[config.mk]
export PLATFORM = sky130hd
export DESIGN_NAME = multiword_add_seq
export DESIGN_NICKNAME = d
export VERILOG_FILES = /design/src/rtl/add_pkg.sv /design/src/rtl/adder32_bit.sv /design/src/rtl/multiword_add_seq.sv
export SDC_FILE = /design/constraint.sdc
export NUM_CORES = 1
export LEC_CHECK = 0
export ABC_AREA = 1
export CAP_MARGIN = 20
export CORE_MARGIN = 2
export CORE_UTILIZATION = 59
export CTS_CLUSTER_SIZE = 28
export DETAILED_ROUTE_END_ITERATION = 8
export DONT_BUFFER_PORTS = 1
export HOLD_SLACK_MARGIN = 0.05
export PLACE_DENSITY = 0.78
export SYNTH_ARGS = -nofsm -noshare
export SYNTH_HDL_FRONTEND = slang
export SYNTH_HIERARCHICAL = 1
export SYNTH_SLANG_ARGS = --single-unit
[constraint.sdc]
create_clock -name clk -period 2.6 [get_ports clk]
set_input_delay 0.39 -clock clk [delete_from_list [all_inputs] [get_ports clk]]
set_output_delay 0.39 -clock clk [all_outputs]
set_load 0.1 [all_outputs]
[src/rtl/add_pkg.sv]
// Shared constants and types for the multi-word add/subtract engine.
package add_pkg;

    localparam int DEFAULT_DATA_WIDTH = 32;
    localparam int DEFAULT_WORDS      = 2;

    localparam logic OP_ADD = 1'b0;
    localparam logic OP_SUB = 1'b1;

    typedef enum logic {
        IDLE = 1'b0,
        RUN  = 1'b1
    } seq_state_t;

endpackage

[src/rtl/adder32_bit.sv]
// Combinational word adder with carry in/out; data_width is the MSB index.
module adder32_bit #(
    parameter int data_width = 31
) (
    input  logic [data_width:0] data_1,
    input  logic [data_width:0] data_2,
    input  logic                carry_in,
    output logic [data_width:0] sum,
    output logic                carry_out
);

    logic [data_width+1:0] full;

    // Full-width add; the extra bit is the carry out.
    always_comb begin
        full = {1'b0, data_1} + {1'b0, data_2} + {{(data_width+1){1'b0}}, carry_in};
        sum       = full[data_width:0];
        carry_out = full[data_width+1];
    end

endmodule

[src/rtl/multiword_add_seq.sv]
// Sequential multi-precision add/subtract: LSW-first word pairs, carry chained
// through a register, one registered result word per accepted pair.
module multiword_add_seq
    import add_pkg::*;
#(
    parameter int DATA_WIDTH = DEFAULT_DATA_WIDTH,
    parameter int WORDS      = DEFAULT_WORDS
) (
    input  logic                  clk,
    input  logic                  rst_n,
    input  logic                  in_valid,
    output logic                  in_ready,
    input  logic [DATA_WIDTH-1:0] in_a,
    input  logic [DATA_WIDTH-1:0] in_b,
    input  logic                  in_sub,
    output logic                  out_valid,
    input  logic                  out_ready,
    output logic [DATA_WIDTH-1:0] out_sum,
    output logic                  out_last,
    output logic                  out_carry,
    output logic                  out_ovf,
    output logic                  busy
);

    localparam int CNT_W = (WORDS > 1) ? $clog2(WORDS) : 1;
    localparam int MSB   = DATA_WIDTH - 1;
    localparam logic [CNT_W-1:0] LAST_IDX = CNT_W'(WORDS - 1);

    seq_state_t            state;
    logic [CNT_W-1:0]      idx;
    logic                  carry_reg;
    logic                  sub_reg;

    logic                  accept;
    logic                  first_word;
    logic                  last_word;
    logic                  sub_eff;
    logic                  carry_in;
    logic [DATA_WIDTH-1:0] b_eff;
    logic [DATA_WIDTH-1:0] sum;
    logic                  carry_out;
    logic                  ovf;

    // Single-entry output register: accept whenever it is empty or draining.
    assign in_ready = !out_valid || out_ready;
    assign accept   = in_valid && in_ready;

    // Operand conditioning and flag derivation for the current word.
    always_comb begin
        first_word = (idx == '0);
        last_word  = (idx == LAST_IDX);
        sub_eff    = first_word ? in_sub : sub_reg;
        b_eff      = sub_eff ? ~in_b : in_b;
        carry_in   = first_word ? in_sub : carry_reg;
        ovf        = (in_a[MSB] == b_eff[MSB]) && (sum[MSB] != in_a[MSB]);
    end

    adder32_bit #(
        .data_width(DATA_WIDTH - 1)
    ) u_adder (
        .data_1   (in_a),
        .data_2   (b_eff),
        .carry_in (carry_in),
        .sum      (sum),
        .carry_out(carry_out)
    );

    // Sequencer FSM plus registered result word and flags.
    always_ff @(posedge clk or negedge rst_n) begin
        if (!rst_n) begin
            state     <= IDLE;
            idx       <= '0;
            carry_reg <= 1'b0;
            sub_reg   <= 1'b0;
            busy      <= 1'b0;
            out_valid <= 1'b0;
            out_sum   <= '0;
            out_last  <= 1'b0;
            out_carry <= 1'b0;
            out_ovf   <= 1'b0;
        end else if (accept) begin
            out_valid <= 1'b1;
            out_sum   <= sum;
            out_last  <= last_word;
            out_carry <= last_word ? carry_out : 1'b0;
            out_ovf   <= last_word ? ovf : 1'b0;
            carry_reg <= carry_out;
            sub_reg   <= sub_eff;
            if (last_word) begin
                idx   <= '0;
                state <= IDLE;
                busy  <= 1'b0;
            end else begin
                idx   <= idx + 1'b1;
                state <= RUN;
                busy  <= 1'b1;
            end
        end else if (out_ready) begin
            out_valid <= 1'b0;
        end
    end

endmodule

==> impl_metrics.ini, run 1 <==
[timing]
finClkSkew_ns = 0.0116
period_needed_ns = 2.98
setup_tns_ns = -4.94
setup_violations = 24
fin_crit_sh = 1.15
grt_setup_unrepaired = true
setup_slack_ns = -0.384
hold_viol = 0
maxSlewViolCount = 0
slew_headroom = 0.369
timing.fmax_ghz = 0.335
max_slew.worst_pin.slew_ns = 0.947

[critical_path]
crit_path_end_kind = flip-flop
crit_slowest_cell = dfrtp_4
crit_chain = inv_4 > nand2_4 > nand2_8 > buf_12 > xor2_1 > ha_1 > buf_4 > nand2_1 > inv_1 > a21oi_1 > nand2_4 > buf_4 > buf_6 > xor2_2 > nand2_1 > nand2_1
crit_arrival_ns = 3.17
crit_path_start_kind = flip-flop
cp.required_ns = 2.78
cpMostUsedCell = nand2_1
worst-path-max-fanout = 8
cpLargestDelayFamily = buffers and inverters
slowest_delay_ns = 0.52
worstPathBufferInverterCount = 6
critPathKind = reg2reg

[status]
failed_checks = setup timing
status = finished, violations left

[power]
p_leak_uw = 0.00336
power_uw = 8200
power_density_nw_per_um2 = 1430
peakVddDrop_v = 0.000569

[placed_design]
portBuffers = 0
place_ws_ns = -0.192
place_inst = 869
gp_congestion = 0.944
dpl.hpwl_um = 9600

[cts]
cts_buffers = 5
clk_latency_ns = 0.31
cts.sinks = 39
clock_tree.root_cell = clkbuf_8
htreeDepth = 2
clk_pin_slew_worst_paths_ns = 0.08
clockBufferDepth = 2
cts_tree = yes

[route]
wl_per_cell_um = 15.6
drc_errors = 0
vias = 4783
wirelength_um = 13900
ant_nets = 0
drt-pass1-iter-count = 6
drtIter0Drc = 367
vias_per_cell = 5.34

[synth]
syn_area_um2 = 4350
yosysWarnings = 6
synth-seq-cells = 39
syn-mean-instance-area_um2 = 6.07
postSynthCellCount = 716
synth_nets = 818
synth.distinct_cells = 31
ys_seq_area_frac = 0.224

[floorplanning]
die-area_um2 = 8070
dieHeight_um = 89.9
num_rows = 31
pin_count = 107
core-area_um2 = 7180
die_w_um = 89.9
start_util = 0.606

[final_layout]
fin_nets = 897
num-fill-cells = 501
areaGrowthSynthToFinish_pct = 31.6
final_common_cell = nand2_1
stdcell_count = 895
diodes = 0
final_cell_mix = 291 x nand2_1, 115 x inv_1, 70 x buf_4, 43 x nand2_2, 38 x dfrtp_1
drive_gt1_frac = 0.275
largest_register_ff_count = 32
largest-register = out_sum

[min_path]
min_path_type = in2reg

[global_routing]
grt_pass1_vias = 4506
grt_util_all_layers = 0.305
grt_pass1_wl_um = 20100
antenna_found_initial = 0
grt_max_degree = 40
grt_remaining_overflow = 0

[job]
cap_violations = 0
[cell type report]
type	count	area, um^2	area share
Multi-Input combinational cell	544	3310	0.578
Sequential cell	39	980	0.171
Timing Repair Buffer	82	732	0.128
Inverter	123	464	0.0811
Tap cell	99	124	0.0216
Clock buffer	5	68.8	0.0120
Clock inverter	3	43.8	0.00765
[stage by stage]
| stage | cell area, um^2 | hold slack [ns] | utilization |
|---|---|---|---|
| floorplan | 4390 | 0.0944 | - |
| global placement | 4910 | 0.0951 | 0.685 |
| detailed placement | 4910 | 0.0952 | 0.685 |
| CTS | 5330 | 0.343 | 0.743 |
| global route | 5720 | 0.373 | 0.797 |
| finish | 5720 | 0.370 | 0.797 |
[per-layer routing]
layer  wire length [um]  vias to the layer above  global-route usage
met5                  0                        -                   0
met4                522                        0               0.103
met3               1080                       56              0.0553
met2               6980                      263               0.557
met1               5360                     2186               0.361
li1                   -                     2278                   -
[synthesized netlist by cell type]
cell,count,area (um^2)
nand2_1,335,1260
inv_1,121,454
nor2_1,42,158
dfrtp_1,39,976
xor2_1,35,307
nand3_1,32,160
ha_1,31,388
a21oi_1,21,105
xor2_2,10,163
nand2_2,9,56.3
o21ai_0,6,30.0
nor3_1,5,25.0
buf_4,4,30.0
nand4_1,3,18.8
buf_2,2,10.0
buf_8,2,30.0
fa_1,2,40.0
inv_2,2,7.51
nand2_4,2,22.5
nor2_2,2,12.5
a21o_1,1,7.51
a31oi_1,1,6.26
buf_12,1,20.0
buf_6,1,11.3
nand3_2,1,10.0
nand3b_1,1,7.51
nor3b_1,1,7.51
o21bai_1,1,7.51
or2_1,1,6.26
or2_2,1,6.26
xnor2_1,1,8.76
[worst min-delay path, delay by kind of cell]
kind | cells | cell delay (ns)
and+or+nand+nor | 4 | 0.25
[repair_timing]
item	CTS	global route
hold endpoints to repair	39	0
cloned	2	1
hold buffers	2	0
gates resized for setup	45	80
endpoints found under the setup margin	18	27
setup buffers	7	7
pin swaps	13	31
[final timing paths]
| path | from | endpoint | slack [ns] | cells past startpoint |
|---|---|---|---|---|
| max | busy$_DFFE_PN0P_ | out_sum[8]$_DFFE_PN0P_ | -0.38 | 16 |
| min | in_b[31] | out_ovf$_DFFE_PN0P_ | 0.37 | 4 |
| max reg2reg | busy$_DFFE_PN0P_ | out_sum[8]$_DFFE_PN0P_ | -0.38 | 16 |
| min reg2reg | carry_reg$_DFFE_PN0P_ | carry_reg$_DFFE_PN0P_ | 0.55 | 2 |
| max in group asynchronous | rst_n | busy$_DFFE_PN0P_ | 1.86 | 2 |
| min in group asynchronous | rst_n | out_sum[19]$_DFFE_PN0P_ | 0.54 | 2 |
[kinds of logic after synthesis]
logic type	after synthesis	share of synthesized area
AND/OR/NAND/NOR	435	0.402
buffers and inverters	133	0.129
XOR/XNOR	46	0.110
flip-flops	39	0.224
adder cells (fa/ha/maj)	33	0.0984
AO/OA/AOI/OAI	30	0.0360
[power by group]
part	internal [uW]	total, uW	switching, uW	leakage [uW]
clock network	286	512	227	0.0000581
registers	834	2930	2100	0.000479
logic	1970	4750	2790	0.00282
Power figures use the tool's default switching activity.
==> inputs of run 2 (changes only) <==
Settings changed: CORE_ASPECT_RATIO set to 1.5.
==> run 2 against run 1 <==
Against the previous run:
- the run still ends with setup timing left
- highest routed layer unchanged
- total power is 2.6% higher
- worst setup slack better by 0.19 ns
- sequential share of layout area is 0.32 points lower
- flip-flop and latch count stayed put
- largest cell class unchanged
- cell area is 1.9% higher
- clock-buffer cell count stayed put
- routed wire length is 9.0% higher
- core utilization is 1.5 points higher
==> impl_metrics.ini, run 2 (same netlist as run 1, synthesis figures left out) <==
[route]
ant_nets = 0
drt-pass1-iter-count = 9
wl_per_cell_um = 16.9
vias = 4853
vias_per_cell = 5.38
wirelength_um = 15200
drtIter0Drc = 380
drc_errors = 0

[timing]
hold_viol = 0
maxSlewViolCount = 0
setup_violations = 22
hold_slack_ns = 0.338
timing.fmax_ghz = 0.358
slew_headroom = 0.368
grt_setup_unrepaired = true
max_slew.worst_pin.slew_ns = 0.948
setup_slack_ns = -0.193
period_needed_ns = 2.79
fin_crit_sh = 1.07
finClkSkew_ns = 0.00749

[final_layout]
largest-register = out_sum
multi_input_area_um2 = 3400
register_area_um2 = 980
stdcell_count = 902
drive_gt1_frac = 0.313
final_cell_mix = 278 x nand2_1, 112 x inv_1, 76 x buf_4, 60 x nand2_2, 38 x dfrtp_1
areaGrowthSynthToFinish_pct = 34.0
diodes = 0
fin_nets = 903
largest_register_ff_count = 32
final_common_cell = nand2_1
num-fill-cells = 480
final_util = 0.812

[cts]
cts_buffers = 5
clk_latency_ns = 0.30
htreeDepth = 2
cts_tree = yes
clockBufferDepth = 2
cts.sinks = 39
clk_pin_slew_worst_paths_ns = 0.08
clock_tree.root_cell = clkbuf_8

[placed_design]
place_ws_ns = -0.181
portBuffers = 0
gp_congestion = 0.935
place_inst = 875
dpl.hpwl_um = 10300

[job]
cap_violations = 0

[critical_path]
crit_arrival_ns = 3.04
crit_path_start_kind = flip-flop
worst-path-max-fanout = 7
cp.required_ns = 2.84
critPathKind = reg2reg
crit_path_end_kind = flip-flop

[global_routing]
grt_max_degree = 40
grt_pass1_vias = 4720
grt_remaining_overflow = 0
grt_pass1_wl_um = 21000
grt_util_all_layers = 0.340
antenna_found_initial = 0

[power]
p_leak_uw = 0.00334
peakVddDrop_v = 0.00135
power_density_nw_per_um2 = 1440
power_uw = 8410

[floorplanning]
num_rows = 38
die-area_um2 = 8090
die_w_um = 74.1
core-area_um2 = 7180
start_util = 0.606
dieHeight_um = 109
pin_count = 107

[status]
failed_checks = setup timing
status = finished, violations left

[min_path]
min_path_type = in2reg
==> run 2: final timing paths <==
kind / start / depth (start not counted) / to / slack (ns)
worst max-delay path: busy$_DFFE_PN0P_ / 14 / out_sum[10]$_DFFE_PN0P_ / -0.19
worst min-delay path: in_a[31] / 4 / out_ovf$_DFFE_PN0P_ / 0.34
worst max register to register: busy$_DFFE_PN0P_ / 14 / out_sum[10]$_DFFE_PN0P_ / -0.19
worst min register to register: carry_reg$_DFFE_PN0P_ / 2 / carry_reg$_DFFE_PN0P_ / 0.58
max in group asynchronous: rst_n / 2 / busy$_DFFE_PN0P_ / 1.85
min in group asynchronous: rst_n / 2 / out_sum[10]$_DFFE_PN0P_ / 0.55
==> run 2: through the flow <==
stage,area (um^2),TNS (ns)
floorplan,4390,-1.22
global placement,4950,-0.108
detailed placement,4950,-0.807
CTS,5420,-0.956
global route,5830,-5.42
finish,5830,-2.59
==> run 2: layer usage <==
metal | wire length (um) | global-route usage
met1 | 4990 | 0.314
met2 | 8040 | 0.665
met3 | 944 | 0.0564
met4 | 1220 | 0.199
met5 | 0 | 0
==> run 2: layout make-up <==
class	count	share of cell area
sequential	39	0.168
clock buffer	5	0.0118
clock inverter	3	0.00408
inverter	123	0.0796
multi-input combinational	544	0.584
tap	100	0.0215
timing repair buffer	88	0.131
==> run 2: timing repair <==
action,CTS,global route
hold buffers,2,0
setup endpoints to repair,17,28
pin swaps,31,40
cloned,3,0
buffers inserted,9,6
resized for setup,52,99
hold endpoints to repair,39,0
==> run 2: worst max-delay path: stages, from the launching register on <==
cell and delay [ns]:
dfrtp_4 0.52, nand2_4 0.11, nand2_8 0.11, buf_16 0.16, xor2_1 0.15, ha_1 0.34
buf_4 0.13, buf_4 0.16, nand2_4 0.09, nor2_1 0.24, nand2_1 0.15, nand3_4 0.13
xor2_1 0.24, nand2_1 0.09, nand2_1 0.09
==> run 2: power breakdown <==
part | switching (uW) | internal (uW) | leakage (uW)
logic | 2990 | 2070 | 0.00282
clock network | 227 | 192 | 0.0000408
registers | 2100 | 834 | 0.000479
total | 5320 | 3090 | 0.00334
